`config.mk`:
```
export PLATFORM = sky130hd
export DESIGN_NAME = datapath_sequencer
export DESIGN_NICKNAME = d
export VERILOG_FILES = /design/src/rtl/datapath_sequencer.sv
export SDC_FILE = /design/constraint.sdc
export NUM_CORES = 1
export LEC_CHECK = 0
export BUFFER_PORTS_ARGS = -buffer_cell sky130_fd_sc_hd__buf_2
export CAP_MARGIN = 20
export CORE_MARGIN = 2
export CORE_UTILIZATION = 42
export CTS_CLUSTER_SIZE = 12
export DETAILED_ROUTE_END_ITERATION = 8
export PLACE_DENSITY_LB_ADDON = 0.08
export SETUP_SLACK_MARGIN = 0.15
export SYNTH_ARGS = -nofsm -noshare
export SYNTH_HDL_FRONTEND = slang
export SYNTH_SLANG_ARGS = --single-unit
```
`constraint.sdc`:
```
create_clock -name clk -period 1.6 [get_ports clk]
set_input_delay 0.16 -clock clk [delete_from_list [all_inputs] [get_ports clk]]
set_output_delay 0.16 -clock clk [all_outputs]
set_load 0.01 [all_outputs]
```
`src/rtl/datapath_sequencer.sv`:
```
// datapath_sequencer: fetch/decode/execute controller for the register-file + ALU
// datapath. Fetches 48-bit instruction words, plus an optional 32-bit constant word,
// over a req/ack handshake. It keeps the program counter and drives the datapath controls.
// Optional build macro: DATAPATH_SEQ_RETIRE_CNT_EN adds a 32-bit retire_count output.
module datapath_sequencer #(
  parameter int              PC_W     = 16,
  parameter logic [PC_W-1:0] RESET_PC = '0
) (
  input  logic            clk,
  input  logic            rst,
  input  logic            start,
  output logic            busy,
  output logic            halted,
  output logic            imem_req,
  output logic [PC_W-1:0] imem_addr,
  input  logic            imem_ack,
  input  logic [47:0]     imem_rdata,
  output logic [2:0]      op,
  output logic            form,
  output logic [1:0]      vec,
  output logic [3:0]      A,
  output logic [3:0]      B,
  output logic [3:0]      C,
  output logic [3:0]      D,
  output logic [3:0]      Y1,
  output logic [3:0]      Y2,
  output logic [3:0]      zero_reg,
  output logic [1:0]      write,
  output logic            const_a,
  output logic [31:0]     constant,
  output logic            copy_neg,
  output logic [3:0]      copy_select,
  output logic            program_counter_inc
`ifdef DATAPATH_SEQ_RETIRE_CNT_EN
  ,
  output logic [31:0]     retire_count
`endif
);

  typedef enum logic [2:0] {S_IDLE, S_FETCH, S_CONST, S_EXEC, S_HALTED} state_t;

  localparam logic [1:0] CLS_ALU  = 2'b00;
  localparam logic [1:0] CLS_HALT = 2'b01;
  localparam logic [1:0] CLS_JUMP = 2'b10;

  state_t          state_q;
  logic [PC_W-1:0] pc_q;
  logic [1:0]      class_q;
  logic [2:0]      op_q;
  logic            form_q;
  logic [1:0]      vec_q;
  logic [3:0]      a_q, b_q, c_q, d_q, y1_q, y2_q;
  logic [3:0]      zero_reg_q;
  logic [1:0]      write_q;
  logic            const_a_q;
  logic [31:0]     const_q;
  logic            copy_neg_q;
  logic [3:0]      copy_select_q;
  logic            fetching;
  logic            handshake;
  logic            need_const;
  logic            unused_rsvd;

  // Reserved instruction bits [47:44] carry no meaning.
  assign unused_rsvd = ^imem_rdata[47:44];

  // An ack only counts while a request is outstanding.
  assign fetching   = (state_q == S_FETCH) || (state_q == S_CONST);
  assign handshake  = fetching && imem_ack;
  // The constant word follows a JUMP, or an ALU instruction that takes its A operand from it.
  assign need_const = (imem_rdata[43:42] == CLS_JUMP) ||
                      ((imem_rdata[43:42] == CLS_ALU) && imem_rdata[36]);

  // Control sequencing, program counter and the decoded-field registers.
  always_ff @(posedge clk) begin
    if (rst) begin
      state_q       <= S_IDLE;
      pc_q          <= RESET_PC;
      class_q       <= CLS_ALU;
      op_q          <= '0;
      form_q        <= 1'b0;
      vec_q         <= '0;
      a_q           <= '0;
      b_q           <= '0;
      c_q           <= '0;
      d_q           <= '0;
      y1_q          <= '0;
      y2_q          <= '0;
      zero_reg_q    <= '0;
      write_q       <= '0;
      const_a_q     <= 1'b0;
      const_q       <= '0;
      copy_neg_q    <= 1'b0;
      copy_select_q <= '0;
    end else begin
      case (state_q)
        S_IDLE, S_HALTED: begin
          if (start) state_q <= S_FETCH;
        end
        S_FETCH: begin
          if (imem_ack) begin
            pc_q          <= pc_q + PC_W'(1);
            op_q          <= imem_rdata[2:0];
            form_q        <= imem_rdata[3];
            vec_q         <= imem_rdata[5:4];
            a_q           <= imem_rdata[9:6];
            b_q           <= imem_rdata[13:10];
            c_q           <= imem_rdata[17:14];
            d_q           <= imem_rdata[21:18];
            y1_q          <= imem_rdata[25:22];
            y2_q          <= imem_rdata[29:26];
            zero_reg_q    <= imem_rdata[33:30];
            write_q       <= imem_rdata[35:34];
            const_a_q     <= imem_rdata[36];
            copy_neg_q    <= imem_rdata[37];
            copy_select_q <= imem_rdata[41:38];
            class_q       <= imem_rdata[43:42];
            state_q       <= need_const ? S_CONST : S_EXEC;
          end
        end
        S_CONST: begin
          if (imem_ack) begin
            pc_q    <= pc_q + PC_W'(1);
            const_q <= imem_rdata[31:0];
            state_q <= S_EXEC;
          end
        end
        S_EXEC: begin
          if (class_q == CLS_JUMP) pc_q <= PC_W'(const_q);
          state_q <= (class_q == CLS_HALT) ? S_HALTED : S_FETCH;
        end
        default: state_q <= S_IDLE;
      endcase
    end
  end

`ifdef DATAPATH_SEQ_RETIRE_CNT_EN
  logic [31:0] retire_q;

  // Count every EXEC cycle, whatever the instruction class; wraps silently.
  always_ff @(posedge clk) begin
    if (rst)                    retire_q <= '0;
    else if (state_q == S_EXEC) retire_q <= retire_q + 32'd1;
  end

  assign retire_count = retire_q;
`endif

  assign busy                = (state_q != S_IDLE) && (state_q != S_HALTED);
  assign halted              = (state_q == S_HALTED);
  assign imem_req            = fetching;
  assign imem_addr           = pc_q;
  assign program_counter_inc = handshake && !rst;
  assign op                  = op_q;
  assign form                = form_q;
  assign vec                 = vec_q;
  assign A                   = a_q;
  assign B                   = b_q;
  assign C                   = c_q;
  assign D                   = d_q;
  assign Y1                  = y1_q;
  assign Y2                  = y2_q;
  assign zero_reg            = zero_reg_q;
  // Register writes fire only in the single EXEC cycle of an ALU instruction.
  assign write               = ((state_q == S_EXEC) && (class_q == CLS_ALU)) ? write_q : 2'b00;
  assign const_a             = const_a_q;
  assign constant            = const_q;
  assign copy_neg            = copy_neg_q;
  assign copy_select         = copy_select_q;

endmodule

```
# ---- Yosys cells after proc, flatten, opt, wreduce, memory -nomap -nowiden
# Index checks and enable logic that the tools add are counted.
dict set report totals {
  register_bits 95
  output_inout_bits 94
}
dict set report classes {
  addsub 1
  n_eq_ne 13
  muxes 10
  reduce_logical 19
}
# cell count
set op_table {}
lappend op_table {{$mux W16} 2}
lappend op_table {{$pmux W16 S2} 1}
lappend op_table {{$add A16 B1 Y16 const B} 1}
lappend op_table {{$mux W3} 4}
lappend op_table {{$pmux W3 S4} 1}
lappend op_table {{$ne A2 B2 Y1 const B} 4}
lappend op_table {{$eq A3 B2 Y1 const B} 2}
lappend op_table {{$reduce_and A3 Y1} 2}
lappend op_table {{$logic_and A1 B1 Y1} 5}
lappend op_table {{$eq A2 B2 Y1 const B} 2}
lappend op_table {{$logic_not A2 Y1} 2}
lappend op_table {{$reduce_and A2 Y1} 2}
lappend op_table {{$reduce_or A2 Y1} 2}
lappend op_table {{$eq A3 B1 Y1 const B} 1}
lappend op_table {{$eq A3 B3 Y1 const B} 1}
lappend op_table {{$logic_not A3 Y1} 1}
lappend op_table {{$ne A3 B3 Y1 const B} 1}
lappend op_table {{$reduce_bool A3 Y1} 1}
lappend op_table {{$eq A2 B1 Y1 const B} 1}
lappend op_table {{$logic_or A1 B1 Y1} 2}
lappend op_table {{$mux W2} 1}
lappend op_table {{$ne A2 B1 Y1 const B} 1}
lappend op_table {{$reduce_bool A2 Y1} 1}
lappend op_table {{$logic_not A1 Y1} 1}
lappend op_table {{$mux W1} 1}

# ---- Longest topological paths before layout
dict set report depth {
  word_depth 6
  mapped_depth 7
  depth_no_buf 5
}

# ---- Least setup slack after synthesis
# Ideal clock, no wire load.
dict set report synth_timing {
  kind {register to register}
  start {register pc_q[0], in the netlist imem_addr[0]}
  end {register pc_q[6], in the netlist imem_addr[6]}
  arrival_time_ns 1.487
  path_slack_ns 0.055
  stages_incl_launch_ff 6
  synth_period_minus_slack_ns 1.545
  cell_sequence {dfxtp_1 -> ha_1 -> nand3_1 -> or4_1 -> a21oi_1 -> o21a_1}
}
dict set report synth_between {
  elab_chain_len 3
}
# element line
set synth_lines {}
lappend synth_lines {{start, declared} 47} ;# logic [PC_W-1:0] pc_q;
lappend synth_lines {{start signal, assigned} 102} ;# pc_q <= pc_q + PC_W'(1);
lappend synth_lines {{start signal, assigned} 123} ;# pc_q <= pc_q + PC_W'(1);
lappend synth_lines {{start signal, assigned} 129} ;# if (class_q == CLS_JUMP) pc_q <= PC_W'(const_q);
lappend synth_lines {{$add A16 B1 Y16} {102, 123}}
lappend synth_lines {{$mux W16} {101, 122}}
lappend synth_lines {{$pmux W16 S2} 96} ;# case (state_q)
# No other way between the ends. The select of a mux whose other input is x is not followed.
# A chain may end at the register's enable or synchronous reset.

# ---- Worst setup path in the final report
dict set report layout_timing {
  start {register state_q[0]}
  end {output port write[1]}
}
dict set report layout_between {
  elab_chain_len 3
}
# element line
set layout_lines {}
lappend layout_lines {{start, declared} 46} ;# state_t state_q;
lappend layout_lines {{start signal, assigned} 118} ;# state_q <= need_const ? S_CONST : S_EXEC;
lappend layout_lines {{start signal, assigned} 130} ;# state_q <= (class_q == CLS_HALT) ? S_HALTED : S_FETCH;
lappend layout_lines {{$eq A3 B2 Y1} 165} ;# assign write = ((state_q == S_EXEC) && (class_q == CLS_ALU)) ? write_q : 2'b00;
lappend layout_lines {{$logic_and A1 B1 Y1} 165}
lappend layout_lines {{$mux W2} 165}
lappend layout_lines {{end, declared} 28} ;# output logic [1:0] write,
# No other way between the ends.

==> results.ini <==
[logic_synthesis]
synth_most_common_cell = nand2_1
synthesis.area_mm2 = 0.00386
syn_inst = 498
ys_top_cells_by_count = nand2_1 (169), dfxtp_1 (95), a21oi_1 (85)
ys.flop_type = dfxtp_1
ys_ff_latch = 95
synth_warnings = 0
synth_fp_nets = 551
avgSynthCellArea_um2 = 7.76
synth_cell_types = 50
synth_top_cell_by_area = dfxtp_1
synth_top_area_share_pct = 49.2
synth.yosys.seq_area_share_pct = 49.2
async_flop_share_pct = 0
yosys-top-cells-area = dfxtp_1 (49%), nand2_1 (16%), a21oi_1 (11%), buf_2 (1.9%), o21ai_0 (1.9%)
synth_enable_flop_cells = 0

[clock_network]
cts_made_buffers = 9
cts_max_level = 3
ctsLongestPathBuffers = 2
path_clk_slew_ns = 0.09
clkSinkCount = 95
worstSkewPairLatency_ns = 0.36
ctsHoldBuffers = 0
cts_root_buffer = clkbuf_8
cts_tree = done

[flow_run]
cap_violations = 0

[timing]
finalSetupTns_ns = -0.00459
skew_ns = 0.0141
fmax_mhz = 623
relSlewSlack_pct = 76.9
final.period_utilization_pct = 100
setup_violations = 1
slew_violations = 0
final_hold_viol_count = 0
grt_setup_unrepaired = true
timing.final.ws_setup_ns = -0.00459
tightestPinTransition_ns = 0.343
holdWs_ns = 0.0352
min_period_ns = 1.60

[setup_path]
crit_chain = buf_6 > nand3b_1 > nor4b_2 > buf_2
criticalPathCategory = reg -> out
critPathArrivalTime_ns = 1.44
crit_buf_inv = 2
worstPathRequired_ns = 1.44
cpLargestDelayFamily = simple AND/OR/NAND/NOR gates
cp_slowest_cell = dfxtp_4
cpPeakStageDelay_ns = 0.39
endpoint_kind = output port
cp_max_fo = 6
r2r_cells = 8
cp.depth = 4
start_kind = register

[outcome]
violations = negative setup slack
outcome = complete, but fails checks

[placed_design]
port_buffers = 141
gp_congestion = 0.854
dp.cells = 740
dp_hpwl_um = 7900

[die]
die_y_um = 99.9
die_w_um = 99.9
ioPinCount = 146
start_util_pct = 43.9
core_area_mm2 = 0.00881
die_area_mm2 = 0.00998
fp-row-count = 34

[layout]
syn2layout_area_growth_pct = 44.0
largest_reg_flops = 32
diodes = 0
final_util_pct = 63.2
n_fill_cell = 827
drive_gt1_share_pct = 38.3
nNetsFinal = 719
regArea_mm2 = 0.00193
multi_input_area_mm2 = 0.00200
instances_no_fill = 779

[power]
powerDensity_mw_per_mm2 = 821
p_comb_share_pct = 13.9
p_total_mw = 4.57
p_switching_mw = 1.24
internal-power_mw = 3.33
leakagePower_nw = 2.31
swShare_pct = 27.2
clkPwrFrac_pct = 31.6
power_frac_seq_pct = 54.5
ir_drop_v = 0.000458

[global_route]
grt_max_degree = 52
gr-total-overflow = 0
first_global_vias = 3945
grt_pass1_wl_um = 18400
antenna_found_initial = 0
grtUsageTotal_pct = 22.8

[drt]
wl_um = 12200
ant_nets = 0
viasPerCell = 5.30
drc = 0
drt_first_pass_iters = 5
routedWlPerCell_um = 15.6
drt_iter0_drc = 115
num_vias = 4127

[min_path]
hold_depth = 3
min_path_type = in -> reg

## through the flow
| stage | instance area (µm²) | worst slack, ns |
|---|---|---|
| after global routing | 5570 | -0.122 |
| after floorplan | 3880 | 0.151 |
| after CTS | 5140 | 0.00546 |
| after global placement | 4810 | 0.0578 |
| after detailed placement | 4810 | 0.00367 |
| final | 5570 | -0.00459 |
## cell usage in the layout, fill, tap and decap left out, drive strengths merged, types with 3 or more instances in the layout
cell type / Yosys / routed
buf: 22 / 187
nand2: 169 / 169
dfxtp: 95 / 95
a21oi: 85 / 85
nor2: 18 / 18
clkbuf: 12 / 15
o21ai: 15 / 15
and2: 6 / 6
nor3: 6 / 6
nand4: 4 / 4
a22o: 4 / 4
a32o: 4 / 4
nor4: 4 / 4
nand3: 4 / 4
clkinv: 1 / 4
inv: 3 / 3
nor2b: 3 / 3
nor4b: 3 / 3
and4: 3 / 3
a31oi: 3 / 3
## routing by layer
metal  wire length, µm  vias to the layer above  track usage (%)
li1                  -                     2023                -
met1              5140                     1948             28.0
met2              6040                      138             39.0
met3               799                       18             5.71
met4               204                        0             7.48
met5                 0                        -                0
## tightest hold or removal path, delay by kind of cell
family,cells,cell delay (ns)
buffers and inverters,1,0.09
AO/OA/AOI/OAI,1,0.05
AND/OR/NAND/NOR,1,0.04
## what timing repair did
| action | CTS | global route |
|---|---|---|
| pin swaps | 8 | 29 |
| cloned | 0 | 4 |
| endpoints found under the setup margin | 32 | 41 |
| setup buffers | 8 | 11 |
| gates resized for setup | 28 | 66 |
## worst paths after layout
check,startpoint,to,slack [ns]
worst max-delay path,state_q[0]$_SDFFE_PP0P_,write[1],-0.005
worst min-delay path,imem_rdata[33],zero_reg[3]$_SDFFE_PP0P_,0.04
worst max register to register,state_q[1]$_SDFFE_PP0P_,imem_addr[7]$_SDFFE_PP0P_,0.02
worst min register to register,A[3]$_SDFFE_PP0P_,A[3]$_SDFFE_PP0P_,0.46
## kinds of logic after synthesis
logic type / Yosys count / share of synthesized area, %
adder cells (fa/ha/maj): 1 / 0.324
XOR/XNOR: 1 / 0.227
AND/OR/NAND/NOR: 232 / 25.8
flip-flops: 95 / 49.2
buffers and inverters: 38 / 4.76
multiplexers: 1 / 0.259
AO/OA/AOI/OAI: 130 / 19.4
## power groups by stage
stage	combinational, mW	sequential, mW	clock, mW
after floorplan	0.262	2.57	0
after global placement	0.537	2.54	0
after detailed placement	0.543	2.55	0
after CTS	0.562	2.49	1.48
after global routing	0.693	2.50	1.57
final	0.634	2.49	1.44
## final cells by class
type / instances / area share (%)
multi-input combinational: 365 / 36.0
sequential: 95 / 34.7
timing repair buffer: 191 / 23.4
clock buffer: 11 / 2.54
tap: 108 / 2.43
clock inverter: 5 / 0.607
inverter: 4 / 0.270
Power figures use the tool's default switching activity.
